===== config.mk =====
export PLATFORM = sky130hd
export DESIGN_NAME = multicycle_ctrl
export DESIGN_NICKNAME = d
export VERILOG_FILES = /design/src/rtl/cpu_pkg.sv /design/src/rtl/multicycle_ctrl_decode.sv /design/src/rtl/multicycle_ctrl.sv
export SDC_FILE = /design/constraint.sdc
export NUM_CORES = 1
export LEC_CHECK = 0
export CORE_MARGIN = 3
export CORE_UTILIZATION = 40
export CTS_CLUSTER_SIZE = 8
export DETAILED_ROUTE_END_ITERATION = 10
export DONT_BUFFER_PORTS = 1
export GPL_TIMING_DRIVEN = 0
export MAX_ROUTING_LAYER = met4
export PLACE_DENSITY = 0.53
export SYNTH_ARGS = -nofsm -noshare
export SYNTH_HDL_FRONTEND = slang
export SYNTH_SLANG_ARGS = --single-unit

===== constraint.sdc =====
create_clock -name clk -period 1.6 [get_ports clk]
set_clock_uncertainty 0.15 [all_clocks]
set_input_delay 0.32 -clock clk [delete_from_list [all_inputs] [get_ports clk]]
set_output_delay 0.32 -clock clk [all_outputs]
set_load 0.02 [all_outputs]

===== src/rtl/cpu_pkg.sv =====
// Shared definitions for the multi-cycle CPU control path: opcodes, ALU ops, mux encodings, FSM states.
// MULTICYCLE_CTRL_TRAP_EN adds the HALT state used to trap illegal opcodes.
package cpu_pkg;

    localparam logic [5:0] OP_NOP = 6'd0;
    localparam logic [5:0] OP_ADD = 6'd1;
    localparam logic [5:0] OP_SUB = 6'd2;
    localparam logic [5:0] OP_AND = 6'd3;
    localparam logic [5:0] OP_OR  = 6'd4;
    localparam logic [5:0] OP_SLT = 6'd5;
    localparam logic [5:0] OP_LW  = 6'd6;
    localparam logic [5:0] OP_SW  = 6'd7;
    localparam logic [5:0] OP_JMP = 6'd8;
    localparam logic [5:0] OP_BEQ = 6'd9;
    localparam logic [5:0] OP_BNE = 6'd10;

    localparam logic [2:0] ALU_ADD = 3'd0;
    localparam logic [2:0] ALU_SUB = 3'd1;
    localparam logic [2:0] ALU_AND = 3'd2;
    localparam logic [2:0] ALU_OR  = 3'd3;
    localparam logic [2:0] ALU_LT  = 3'd4;

    localparam logic [1:0] PC_SRC_ALU    = 2'd0;
    localparam logic [1:0] PC_SRC_ALUOUT = 2'd1;
    localparam logic [1:0] PC_SRC_JUMP   = 2'd2;

    localparam logic [1:0] SRC_B_REG = 2'd0;
    localparam logic [1:0] SRC_B_ONE = 2'd1;
    localparam logic [1:0] SRC_B_IMM = 2'd2;

    typedef enum logic [3:0] {
        ST_IDLE   = 4'd0,
        ST_FETCH  = 4'd1,
        ST_DECODE = 4'd2,
        ST_EXEC_R = 4'd3,
        ST_WB_R   = 4'd4,
        ST_ADDR   = 4'd5,
        ST_MEM_RD = 4'd6,
        ST_WB_MEM = 4'd7,
        ST_MEM_WR = 4'd8,
        ST_BRANCH = 4'd9,
        ST_JUMP   = 4'd10
`ifdef MULTICYCLE_CTRL_TRAP_EN
        , ST_HALT = 4'd11
`endif
    } mc_state_t;

    typedef struct packed {
        logic       pc_write;
        logic [1:0] pc_src;
        logic       ir_write;
        logic       iord;
        logic       mem_read;
        logic       mem_write;
        logic [2:0] alu_op;
        logic       alu_src_a;
        logic [1:0] alu_src_b;
        logic       reg_dst;
        logic       mem_to_reg;
        logic       reg_write;
        logic       retire;
        logic       illegal;
    } mc_ctrl_t;

    function automatic logic opcode_is_legal(input logic [5:0] op);
        return (op <= OP_BNE);
    endfunction

    function automatic logic [2:0] r_type_alu_op(input logic [5:0] op);
        case (op)
            OP_SUB:  return ALU_SUB;
            OP_AND:  return ALU_AND;
            OP_OR:   return ALU_OR;
            OP_SLT:  return ALU_LT;
            default: return ALU_ADD;
        endcase
    endfunction

endpackage


===== src/rtl/multicycle_ctrl_decode.sv =====
// Combinational output map of the multi-cycle controller: (state, opcode, zero, mem_ready) -> control bundle.
// MULTICYCLE_CTRL_TRAP_EN: illegal opcodes do not retire in DECODE and HALT raises illegal.
module multicycle_ctrl_decode
    import cpu_pkg::*;
(
    input  mc_state_t  state,
    input  logic [5:0] opcode,
    input  logic       zero,
    input  logic       mem_ready,
    output mc_ctrl_t   ctrl
);

    // Per-state control outputs; everything not named in a state stays 0
    always_comb begin
        ctrl = '0;
        case (state)
            ST_IDLE: begin
                ctrl = '0;
            end
            ST_FETCH: begin
                ctrl.mem_read  = 1'b1;
                ctrl.iord      = 1'b0;
                ctrl.alu_src_a = 1'b0;
                ctrl.alu_src_b = SRC_B_ONE;
                ctrl.alu_op    = ALU_ADD;
                ctrl.pc_src    = PC_SRC_ALU;
                ctrl.ir_write  = mem_ready;
                ctrl.pc_write  = mem_ready;
            end
            ST_DECODE: begin
                // ALUOut <= PC + imm so BRANCH can use it as the target
                ctrl.alu_src_a = 1'b0;
                ctrl.alu_src_b = SRC_B_IMM;
                ctrl.alu_op    = ALU_ADD;
`ifdef MULTICYCLE_CTRL_TRAP_EN
                ctrl.retire    = (opcode == OP_NOP);
`else
                ctrl.retire    = (opcode == OP_NOP) || !opcode_is_legal(opcode);
`endif
            end
            ST_EXEC_R: begin
                ctrl.alu_src_a = 1'b1;
                ctrl.alu_src_b = SRC_B_REG;
                ctrl.alu_op    = r_type_alu_op(opcode);
            end
            ST_WB_R: begin
                ctrl.reg_write  = 1'b1;
                ctrl.reg_dst    = 1'b1;
                ctrl.mem_to_reg = 1'b0;
                ctrl.retire     = 1'b1;
            end
            ST_ADDR: begin
                ctrl.alu_src_a = 1'b1;
                ctrl.alu_src_b = SRC_B_IMM;
                ctrl.alu_op    = ALU_ADD;
            end
            ST_MEM_RD: begin
                ctrl.mem_read = 1'b1;
                ctrl.iord     = 1'b1;
            end
            ST_WB_MEM: begin
                ctrl.reg_write  = 1'b1;
                ctrl.reg_dst    = 1'b0;
                ctrl.mem_to_reg = 1'b1;
                ctrl.retire     = 1'b1;
            end
            ST_MEM_WR: begin
                ctrl.mem_write = 1'b1;
                ctrl.iord      = 1'b1;
                ctrl.retire    = mem_ready;
            end
            ST_BRANCH: begin
                ctrl.alu_src_a = 1'b1;
                ctrl.alu_src_b = SRC_B_REG;
                ctrl.alu_op    = ALU_SUB;
                ctrl.pc_src    = PC_SRC_ALUOUT;
                ctrl.retire    = 1'b1;
                ctrl.pc_write  = (opcode == OP_BNE) ? !zero : zero;
            end
            ST_JUMP: begin
                ctrl.pc_write = 1'b1;
                ctrl.pc_src   = PC_SRC_JUMP;
                ctrl.retire   = 1'b1;
            end
`ifdef MULTICYCLE_CTRL_TRAP_EN
            ST_HALT: begin
                ctrl.illegal = 1'b1;
            end
`endif
            default: begin
                ctrl = '0;
            end
        endcase
    end

endmodule


===== src/rtl/multicycle_ctrl.sv =====
// Multi-cycle CPU sequencing controller: state register, next-state logic and memory wait counter.
// Define MULTICYCLE_CTRL_TRAP_EN to send illegal opcodes to a sticky HALT state instead of treating them as NOP.
module multicycle_ctrl
    import cpu_pkg::*;
#(
    parameter int unsigned MEM_WAIT_MAX = 15
) (
    input  logic       clk,
    input  logic       rst_n,
    input  logic [5:0] opcode,
    input  logic       zero,
    input  logic       mem_ready,
    output logic       pc_write,
    output logic [1:0] pc_src,
    output logic       ir_write,
    output logic       iord,
    output logic       mem_read,
    output logic       mem_write,
    output logic [2:0] alu_op,
    output logic       alu_src_a,
    output logic [1:0] alu_src_b,
    output logic       reg_dst,
    output logic       mem_to_reg,
    output logic       reg_write,
    output logic       retire,
    output logic       illegal,
    output logic       mem_timeout
);

    localparam logic [3:0] WAIT_MAX = 4'(MEM_WAIT_MAX);

    mc_state_t  state_q, state_d;
    logic [3:0] wait_cnt_q, wait_cnt_d;
    logic       waiting_s;
    mc_ctrl_t   ctrl_s;

    multicycle_ctrl_decode u_decode (
        .state     (state_q),
        .opcode    (opcode),
        .zero      (zero),
        .mem_ready (mem_ready),
        .ctrl      (ctrl_s)
    );

    // Next-state selection
    always_comb begin
        state_d = state_q;
        case (state_q)
            ST_IDLE:   state_d = ST_FETCH;
            ST_FETCH:  state_d = mem_ready ? ST_DECODE : ST_FETCH;
            ST_DECODE: begin
                if (opcode inside {OP_ADD, OP_SUB, OP_AND, OP_OR, OP_SLT}) begin
                    state_d = ST_EXEC_R;
                end else if (opcode == OP_LW || opcode == OP_SW) begin
                    state_d = ST_ADDR;
                end else if (opcode == OP_BEQ || opcode == OP_BNE) begin
                    state_d = ST_BRANCH;
                end else if (opcode == OP_JMP) begin
                    state_d = ST_JUMP;
`ifdef MULTICYCLE_CTRL_TRAP_EN
                end else if (!opcode_is_legal(opcode)) begin
                    state_d = ST_HALT;
`endif
                end else begin
                    state_d = ST_FETCH;
                end
            end
            ST_EXEC_R: state_d = ST_WB_R;
            ST_WB_R:   state_d = ST_FETCH;
            ST_ADDR:   state_d = (opcode == OP_LW) ? ST_MEM_RD : ST_MEM_WR;
            ST_MEM_RD: state_d = mem_ready ? ST_WB_MEM : ST_MEM_RD;
            ST_WB_MEM: state_d = ST_FETCH;
            ST_MEM_WR: state_d = mem_ready ? ST_FETCH : ST_MEM_WR;
            ST_BRANCH: state_d = ST_FETCH;
            ST_JUMP:   state_d = ST_FETCH;
`ifdef MULTICYCLE_CTRL_TRAP_EN
            ST_HALT:   state_d = ST_HALT;
`endif
            default:   state_d = ST_IDLE;
        endcase
    end

    // Saturating wait counter; any cycle that is not a stalled memory phase leaves it at 0,
    // which also clears it on entry to FETCH, MEM_RD and MEM_WR
    always_comb begin
        waiting_s = (state_q == ST_FETCH) || (state_q == ST_MEM_RD) || (state_q == ST_MEM_WR);
        if (waiting_s && !mem_ready) begin
            wait_cnt_d = (wait_cnt_q >= WAIT_MAX) ? WAIT_MAX : wait_cnt_q + 4'd1;
        end else begin
            wait_cnt_d = 4'd0;
        end
    end

    // State and wait-counter registers
    always_ff @(posedge clk or negedge rst_n) begin
        if (!rst_n) begin
            state_q    <= ST_IDLE;
            wait_cnt_q <= 4'd0;
        end else begin
            state_q    <= state_d;
            wait_cnt_q <= wait_cnt_d;
        end
    end

    assign pc_write    = ctrl_s.pc_write;
    assign pc_src      = ctrl_s.pc_src;
    assign ir_write    = ctrl_s.ir_write;
    assign iord        = ctrl_s.iord;
    assign mem_read    = ctrl_s.mem_read;
    assign mem_write   = ctrl_s.mem_write;
    assign alu_op      = ctrl_s.alu_op;
    assign alu_src_a   = ctrl_s.alu_src_a;
    assign alu_src_b   = ctrl_s.alu_src_b;
    assign reg_dst     = ctrl_s.reg_dst;
    assign mem_to_reg  = ctrl_s.mem_to_reg;
    assign reg_write   = ctrl_s.reg_write;
    assign retire      = ctrl_s.retire;
    assign illegal     = ctrl_s.illegal;
    assign mem_timeout = (wait_cnt_q == WAIT_MAX);

endmodule


Yosys cells after proc, flatten, opt, wreduce, memory -nomap -nowiden --
Index checks and enable logic that the tools add are counted.
Storage, ports and cells: word-level logic and storage cells 63, bits in registers 8, output and inout port bits 19, input port bits 10
Operators by class: $lt $le $gt $ge 2, add/sub/neg operators 1, equality and inequality tests 21, reduce and logical (&&, ||, !) cells 16, muxes and demuxes 21
Operators by type and width (number):
- $mux W4 | 8
- $pmux W6 S5 | 1
- $pmux W4 S7 | 1
- $eq A6 B3 Y1 const B | 4
- $eq A6 B4 Y1 const B | 3
- $eq A4 B3 Y1 const B | 4
- $eq A4 B4 Y1 const B | 4
- $eq A6 B2 Y1 const B | 2
- $pmux W3 S4 | 1
- $pmux W3 S3 | 1
- $eq A4 B2 Y1 const B | 2
- $eq A6 B1 Y1 const B | 1
- $le A6 B4 Y1 const B | 1
- $logic_not A6 Y1 | 1
- $mux W1 | 6
- $pmux W3 S2 | 1
- $logic_or A1 B1 Y1 | 5
- $reduce_bool A5 Y1 | 1
- $reduce_or A5 Y1 | 1
- $add A4 B1 Y4 const B | 1
- $eq A4 B1 Y1 const B | 1
- $ge A4 B4 Y1 const B | 1
- $logic_not A4 Y1 | 1
- $reduce_or A2 Y1 | 2
- 5 further kinds | 7

Depth between registers and ports, before layout --
Gate-level depths: netlist of run 1.
depth after elaboration 6, gate-level depth with buffers 5, gate-level depth less buffers 4

Hierarchy --
A second synthesis of run 1 with hierarchy kept.
Second synthesis, totals: cells, all modules 117, area, all modules 907.1 um^2
Modules (own cells, without submodules):
- multicycle_ctrl | times used 1, area an instance 535.5 um^2, seq. area each 200.2 um^2, cells an instance 57
- multicycle_ctrl_decode | times used 1, area an instance 371.6 um^2, seq. area each 0.0 um^2, cells an instance 60

Worst setup path after synthesis of run 1 --
OpenSTA, ideal clock, no wires.
path kind register to output, start point register state_q[3], end point output alu_op[0], required time 1130 ps, stages on the path, launching flop included 5, path buffers 1, slack -299 ps, data arrival time 1429 ps, cells stage by stage dfrtp_1 -> buf_6 -> nor4_4 -> nand4b_2 -> o31ai_2
On the way: longest elaborated chain between the ends 2, elaborated cells on any way between the ends 6, those cells by class eq/ne: 5; mux: 1
Ends and longest elaborated chain:
- from (decl) | RTL line multicycle_ctrl.sv:32 | mc_state_t state_q, state_d;
- from (signal assigned) | RTL line multicycle_ctrl.sv:100 | state_q <= state_d;
- $eq A4 B4 Y1 (tied with other cells) | RTL line multicycle_ctrl_decode.sv:16 | case (state)
- $pmux W6 S5 (*) | RTL line multicycle_ctrl_decode.sv:16
- to (decl) | RTL line multicycle_ctrl.sv:19 | output logic [2:0] alu_op,
Every way passes the cells marked *; elsewhere a longest branch is shown, timed or not.

Worst setup path in the final report of run 1 --
start point register state_q[2], end point output alu_op[0]
The elaborated chain is that of the path after synthesis.

==> flow_metrics.tcl, run 1 <==
set metrics [dict create \
    final_cell_area_um2 1650 \
    cp_cell_sequence "buf_8 -> nor4_4 -> nand4b_4 -> o31ai_4" \
    ys.warnings.count 0 \
    drc_errors 0 \
    drv_slew 0 \
    place_congestion 0.792 \
    hold_class "input pin to register" \
    synthCells 118 \
    cts_inserted_buffers 3 \
    synth-simple-area-share_pct 44.9 \
    multi_input_area_um2 1000 \
    synth.area.mux_share_pct 1.14 \
    tritoncts "yes" \
    drt-total-wl_um 3170 \
    die_h_um 55.7 \
    critPathRequiredTime_ns 1.13 \
    grt-ovfl-total 0 \
    syn-cell-area_um2 988 \
    synth_compound_gate_area_share_pct 20.3 \
    synth_top_family_by_area "simple AND/OR/NAND/NOR gates" \
    dp_hpwl_um 1830 \
    clkTransAtPathRegs_ns 0.05 \
    fillers 161 \
    ys_ff_latch 8 \
    async_reset_ff_share_pct 100 \
    setup_violations 22 \
    portBuffers 0 \
    route.antenna.remaining_nets 0 \
    ios 29 \
    synth_ff_type "dfrtp_1" \
    finalHoldViolCount 0 \
    areaGrowthSynthToFinish_pct 67.1 \
    synthXorXnorAreaFrac_pct 1.77 \
    timing.critical_path.buf_inv 1 \
    drt_first_pass_iters 4 \
    finalWorstSetupSlack_ns -0.541 \
    start_util_pct 43.4 \
    grt_pass1_wl_um 4970 \
    clkLatencyLatePin_ns 0.25 \
    die-area_um2 3100 \
    relSlewSlack_pct 61.3 \
    cts_htree_levels 1 \
    fin_util_pct 72.6 \
    hold_start "mem_ready" \
    vias 1079 \
    drtIter0Drc 32 \
    ys_seq_area_share_pct 20.3 \
    rsz0062_at_grt "true" \
    cts_buffer_depth 2 \
    core_area_um2 2280 \
    status "finished, violations left" \
    reg2reg_from "state_q[2]" \
    cp_max_fo 9 \
    power_density_nw_per_um2 1750 \
    cpPeakStageDelay_ns 0.42 \
    routed_via_density 5.99 \
    critPathArrivalTime_ns 1.67 \
    hold_path_depth 3 \
    critPathCaptureType "output port" \
    grt_max_degree 11 \
    start_kind "register" \
    seq_area_um2 205 \
    synth_edf_count 0 \
    wl_per_cell_um 17.6 \
    r2r_cells 4 \
    clock_sinks 8 \
    fin_crit_ns 2.14 \
    timing.fmax_mhz 467 \
    num_rows 17 \
    grt_pass1_vias 1007 \
    synthAdderAreaFrac_pct 1.27 \
    tightest_slew_ns 0.579 \
    syn_nets 129 \
    rr_endpoint "wait_cnt_q[0]" \
    fin_cells 180 \
    power.leakage_nw 0.660 \
    track_usage_pct 19.8 \
    r2r_setup_slack_ns -0.08 \
    fp.dieW_um 55.7 \
    nets 164 \
    num_antenna_cells 0 \
    path_delay_family "simple AND/OR/NAND/NOR gates" \
    placed_area_um2 1120 \
    netlist-cell-type-count 48 \
    setup.worst_path.class "register to output port" \
    antenna_found_initial 0 \
    cp_slowest_cell "dfrtp_2" \
    period_share_pct 134 \
    hold_path_end "wait_cnt_q[3]" \
    cts_root_buf "clkbuf_4" \
    drive_above_1_share_pct 62.5 \
    dp_cells 146 \
    synth_area_per_cell_um2 8.38 \
    peakVddDrop_mv 1.45 \
    violations "negative setup slack" \
    drv_cap 0 \
]
## cell type report
type,count,area share [%]
Buffer,9,5.23
Clock buffer,4,1.59
Inverter,6,1.59
Multi-Input combinational cell,94,60.5
Sequential cell,8,12.4
Tap cell,28,2.12
Timing Repair Buffer,31,16.5
## worst min-delay path: cells and delay by family
family,cells,cell delay [ns]
buffers and inverters,1,0.07
and+or+nand+nor,1,0.04
AOI/OAI and AO/OA,1,0.10
## synth_stat cells (4+ instances only)
cell	number	area, µm²
nor2_1	9	33.8
dfrtp_1	8	200
nand2_1	7	26.3
nor2b_1	7	43.8
nor3_1	7	35.0
inv_1	6	22.5
a21oi_1	5	25.0
buf_2	4	20.0
nand2b_1	4	25.0
## repair_timing
action | in CTS | in global routing
setup endpoints to repair | 23 | 26
cloned | 1 | 0
pin swaps | 15 | 19
endpoints found under the hold margin | 8 | 0
hold buffers | 1 | 0
resized for setup | 48 | 19
setup buffers | 19 | 14
## per-stage QoR
stage	TNS [ns]	power, mW	setup WS [ns]	hold WS (ns)
global route	-8.05	3.05	-0.615	0.170
global placement	-3.31	1.69	-0.299	-0.125
detailed placement	-3.38	1.69	-0.306	-0.125
floorplan	-1.28	1.50	-0.194	-0.126
CTS	-6.16	2.55	-0.538	0.167
finish	-6.40	2.88	-0.541	0.171
## logic make-up (layout without fill, tap and decap cells)
kind of cell             after synthesis  after routing
adder cells (fa/ha/maj)                1              1
XOR/XNOR                               2              2
multiplexers                           1              1
AND/OR/NAND/NOR                       64             64
AO/OA/AOI/OAI                         25             25
buffers and inverters                 16             50
flip-flops                             8              8
other                                  1              1
## power by group
group | leakage, nW | internal (mW) | total (mW) | switching, mW
sequential | 0.101 | 0.269 | 0.351 | 0.0824
clock | 0.0150 | 0.0951 | 0.159 | 0.0636
combinational | 0.544 | 1.17 | 2.37 | 1.20
total | 0.660 | 1.54 | 2.88 | 1.35
## routing by layer
metal  track usage [%]  part of all wire, %  up-vias
met2              33.6                   54       48
met5                 -                    0        -
met3              3.02                  7.0        4
met4              4.17                 0.41        0
met1              24.8                   39      519
li1                  -                    -      508
## registers in the layout, summed over array words and instances, names as in the netlist
name        count
state_q         4
wait_cnt_q      4
## cells in the final DEF, fill, tap and decap left out, drive strengths merged, types with 2 or more instances in the layout
cell type  instances
nand4              2
nor4b              3
or3b               2
o221ai             3
nand3b             3
clkbuf             4
a21oi              5
nor2b              7
dfrtp              8
and2               2
nor3b              3
nor3               7
a21o               3
xnor2              2
nand3              3
nand4b             2
and3b              2
a31oi              2
nor2               9
buf               39
nand2b             4
nor4               2
and4bb             2
o31ai              2
a22oi              2
inv                5
nand2              7
## how the worst max path moves through the flow
stage                     from   endpoint  slack (ns)  cells after the start
global placement    state_q[3]     retire       -0.30                      4
global route        state_q[2]  alu_op[0]       -0.61                      4
detailed placement  state_q[0]   pc_write       -0.31                      4
floorplan           state_q[2]  alu_op[0]       -0.19                      4
finish              state_q[2]  alu_op[0]       -0.54                      4
CTS                 state_q[2]  alu_op[0]       -0.54                      4
No activity file was read; power rests on OpenSTA's default activity.
==> run 2, diff against run 1 <==
--- a/config.mk
+++ b/config.mk
@@ -14,3 +14,3 @@
 export MAX_ROUTING_LAYER = met4
-export PLACE_DENSITY = 0.53
+export PLACE_DENSITY = 0.66
 export SYNTH_ARGS = -nofsm -noshare
==> constraint.sdc (replaced) <==
create_clock -name clk -period 1.6 [get_ports clk]
set_clock_uncertainty 0.15 [all_clocks]
set_input_delay 0 -clock clk [delete_from_list [all_inputs] [get_ports clk]]
set_output_delay 0 -clock clk [all_outputs]
set_load 0.02 [all_outputs]
==> run 2 against run 1 <==
Compared with the run above:
- the flow finishes with violations (negative hold slack, negative setup slack)
- first-iteration DRC count is 50% lower
- design area down 2.7%
- sequential share of layout area rose by 0.35 points
- register-to-register slack barely moved
- critical path depth stayed put
- critical endpoint is now retire
- largest cell class unchanged
==> flow_metrics.tcl, run 2 (same netlist as run 1, synthesis figures left out) <==
set metrics [dict create \
    status "finished, violations left" \
    violations "negative hold slack, negative setup slack" \
    wl_per_cell_um 17.3 \
    route.antenna.remaining_nets 0 \
    clock_sinks 8 \
    cp_slowest_cell "dfrtp_2" \
    p_seq_share_pct 13.5 \
    critPathRequiredTime_ns 1.45 \
    top_regs "state_q: 4 flops, wait_cnt_q: 4 flops" \
    critPathArrivalTime_ns 1.66 \
    combPwrFrac_pct 81.1 \
    cts_root_buf "clkbuf_4" \
    track_usage_pct 16.4 \
    die_h_um 55.7 \
    grt_pass1_wl_um 4080 \
    final_cell_mix "buf_4, buf_6, nor2_1" \
    drtIter0Drc 16 \
    fin_crit_ns 1.81 \
    relSlewSlack_pct 62.6 \
    setup_violations 19 \
    die-area_um2 3100 \
    fin_util_pct 70.6 \
    core_area_um2 2280 \
    critPathCaptureType "output port" \
    start_util_pct 43.4 \
    cts_buffer_depth 2 \
    vias 1055 \
    rsz0062_at_grt "true" \
    drive_above_1_share_pct 57.3 \
    start_kind "register" \
    clkLatencyLatePin_ns 0.25 \
    sw_frac_of_total_pct 46.9 \
    areaGrowthSynthToFinish_pct 62.5 \
    setup.worst_path.class "register to output port" \
    layout_commonest_cell "buf_4" \
    placed_area_um2 1030 \
    fillers 151 \
    finalWorstSetupSlack_ns -0.207 \
    cts_htree_levels 1 \
    cp_cell_sequence "buf_6 -> nand2b_2 -> mux2_4 -> o221ai_4" \
    drc_errors 0 \
    cp_max_fo 6 \
    power.leakage_nw 0.639 \
    period_share_pct 113 \
    grt_pass1_vias 891 \
    r2r_setup_slack_ns -0.09 \
    ios 29 \
    timing.fmax_mhz 553 \
    finalHoldViolCount 3 \
    drv_cap 0 \
    num_antenna_cells 0 \
    nets 163 \
    tightest_slew_ns 0.559 \
    fp.dieW_um 55.7 \
    cts_inserted_buffers 3 \
    tritoncts "yes" \
    cts_hold_buf 4 \
    final_cell_area_um2 1610 \
    place_congestion 0.811 \
    cpPeakStageDelay_ns 0.41 \
    power.switching_mw 1.29 \
    timing.critical_path.buf_inv 1 \
    routed_via_density 5.93 \
    clkTransAtPathRegs_ns 0.05 \
    num_rows 17 \
    clkPwrFrac_pct 5.4 \
    drt_first_pass_iters 4 \
    portBuffers 0 \
    grt-ovfl-total 0 \
    antenna_found_initial 0 \
    dp_hpwl_um 1820 \
    p_int_mw 1.46 \
    peakVddDrop_mv 1.63 \
    holdWs_ns -0.157 \
    drv_slew 0 \
    grt_max_degree 11 \
    path_delay_family "flip-flops" \
    drt-total-wl_um 3090 \
    power_mw 2.75 \
    power_density_nw_per_um2 1710 \
    hold_class "input pin to register" \
]
-- run 2: changes by cell type in the layout (fill, tap and decap cells not counted), sizes merged --
cell / previous run / this run
dlygate4sd3: 1 / 4
inv: 5 / 4
buf: 39 / 34
clkinvlp: 1 / 2
-- run 2: metrics by stage --
stage | setup TNS [ns] | hold slack, ns | std cells | setup slack (ns)
final | -1.68 | -0.157 | 178 | -0.207
after global routing | -2.82 | -0.169 | 178 | -0.278
after CTS | -1.54 | -0.170 | 155 | -0.208
after detailed placement | -0.680 | -0.445 | 146 | -0.128
after global placement | -0.526 | -0.445 | 146 | -0.147
after floorplan | 0 | -0.446 | 118 | 0.00588
-- run 2: routing by layer --
layer	global-route usage [%]	wire, µm	share of wire, %
met1	19.4	1350	44
met2	28.9	1620	53
met3	2.55	100	3.2
met4	4.17	18	0.58
met5	-	0	0
-- run 2: final cells by class --
class,count,area (µm²),area share [%]
inverter,6,30.0,1.87
clock buffer,3,22.5,1.40
sequential,8,205,12.8
timing repair buffer,29,290,18.1
tap,28,35.0,2.18
buffer,10,92.6,5.76
multi-input combinational,94,931,57.9
-- run 2: path summary, 6_finish.rpt --
check,from,to,depth (start not counted)
max,state_q[3],retire,4
min,opcode[5],state_q[1],3
max reg2reg,state_q[0],wait_cnt_q[3],4
min reg2reg,wait_cnt_q[0],wait_cnt_q[0],1
max in group asynchronous,rst_n,state_q[1],2
min in group asynchronous,rst_n,wait_cnt_q[3],2
-- run 2: worst min-delay path: stages --
cell and delay, ns:
nor4_4 0.03, nand2_1 0.07, o221ai_2 0.09
-- run 2: timing repair --
item	in CTS	in global routing
pin swaps	14	15
endpoints found under the setup margin	20	19
buffers inserted	2	21
cloned	0	2
endpoints found under the hold margin	17	3
gates resized for setup	37	26
-- run 2: power by group through the flow --
stage	clock [mW]	sequential, mW	combinational [mW]
after floorplan	0	0.348	1.01
after global placement	0	0.369	1.15
after detailed placement	0	0.374	1.17
after CTS	0.155	0.375	1.49
after global routing	0.173	0.377	2.33
final	0.147	0.372	2.23
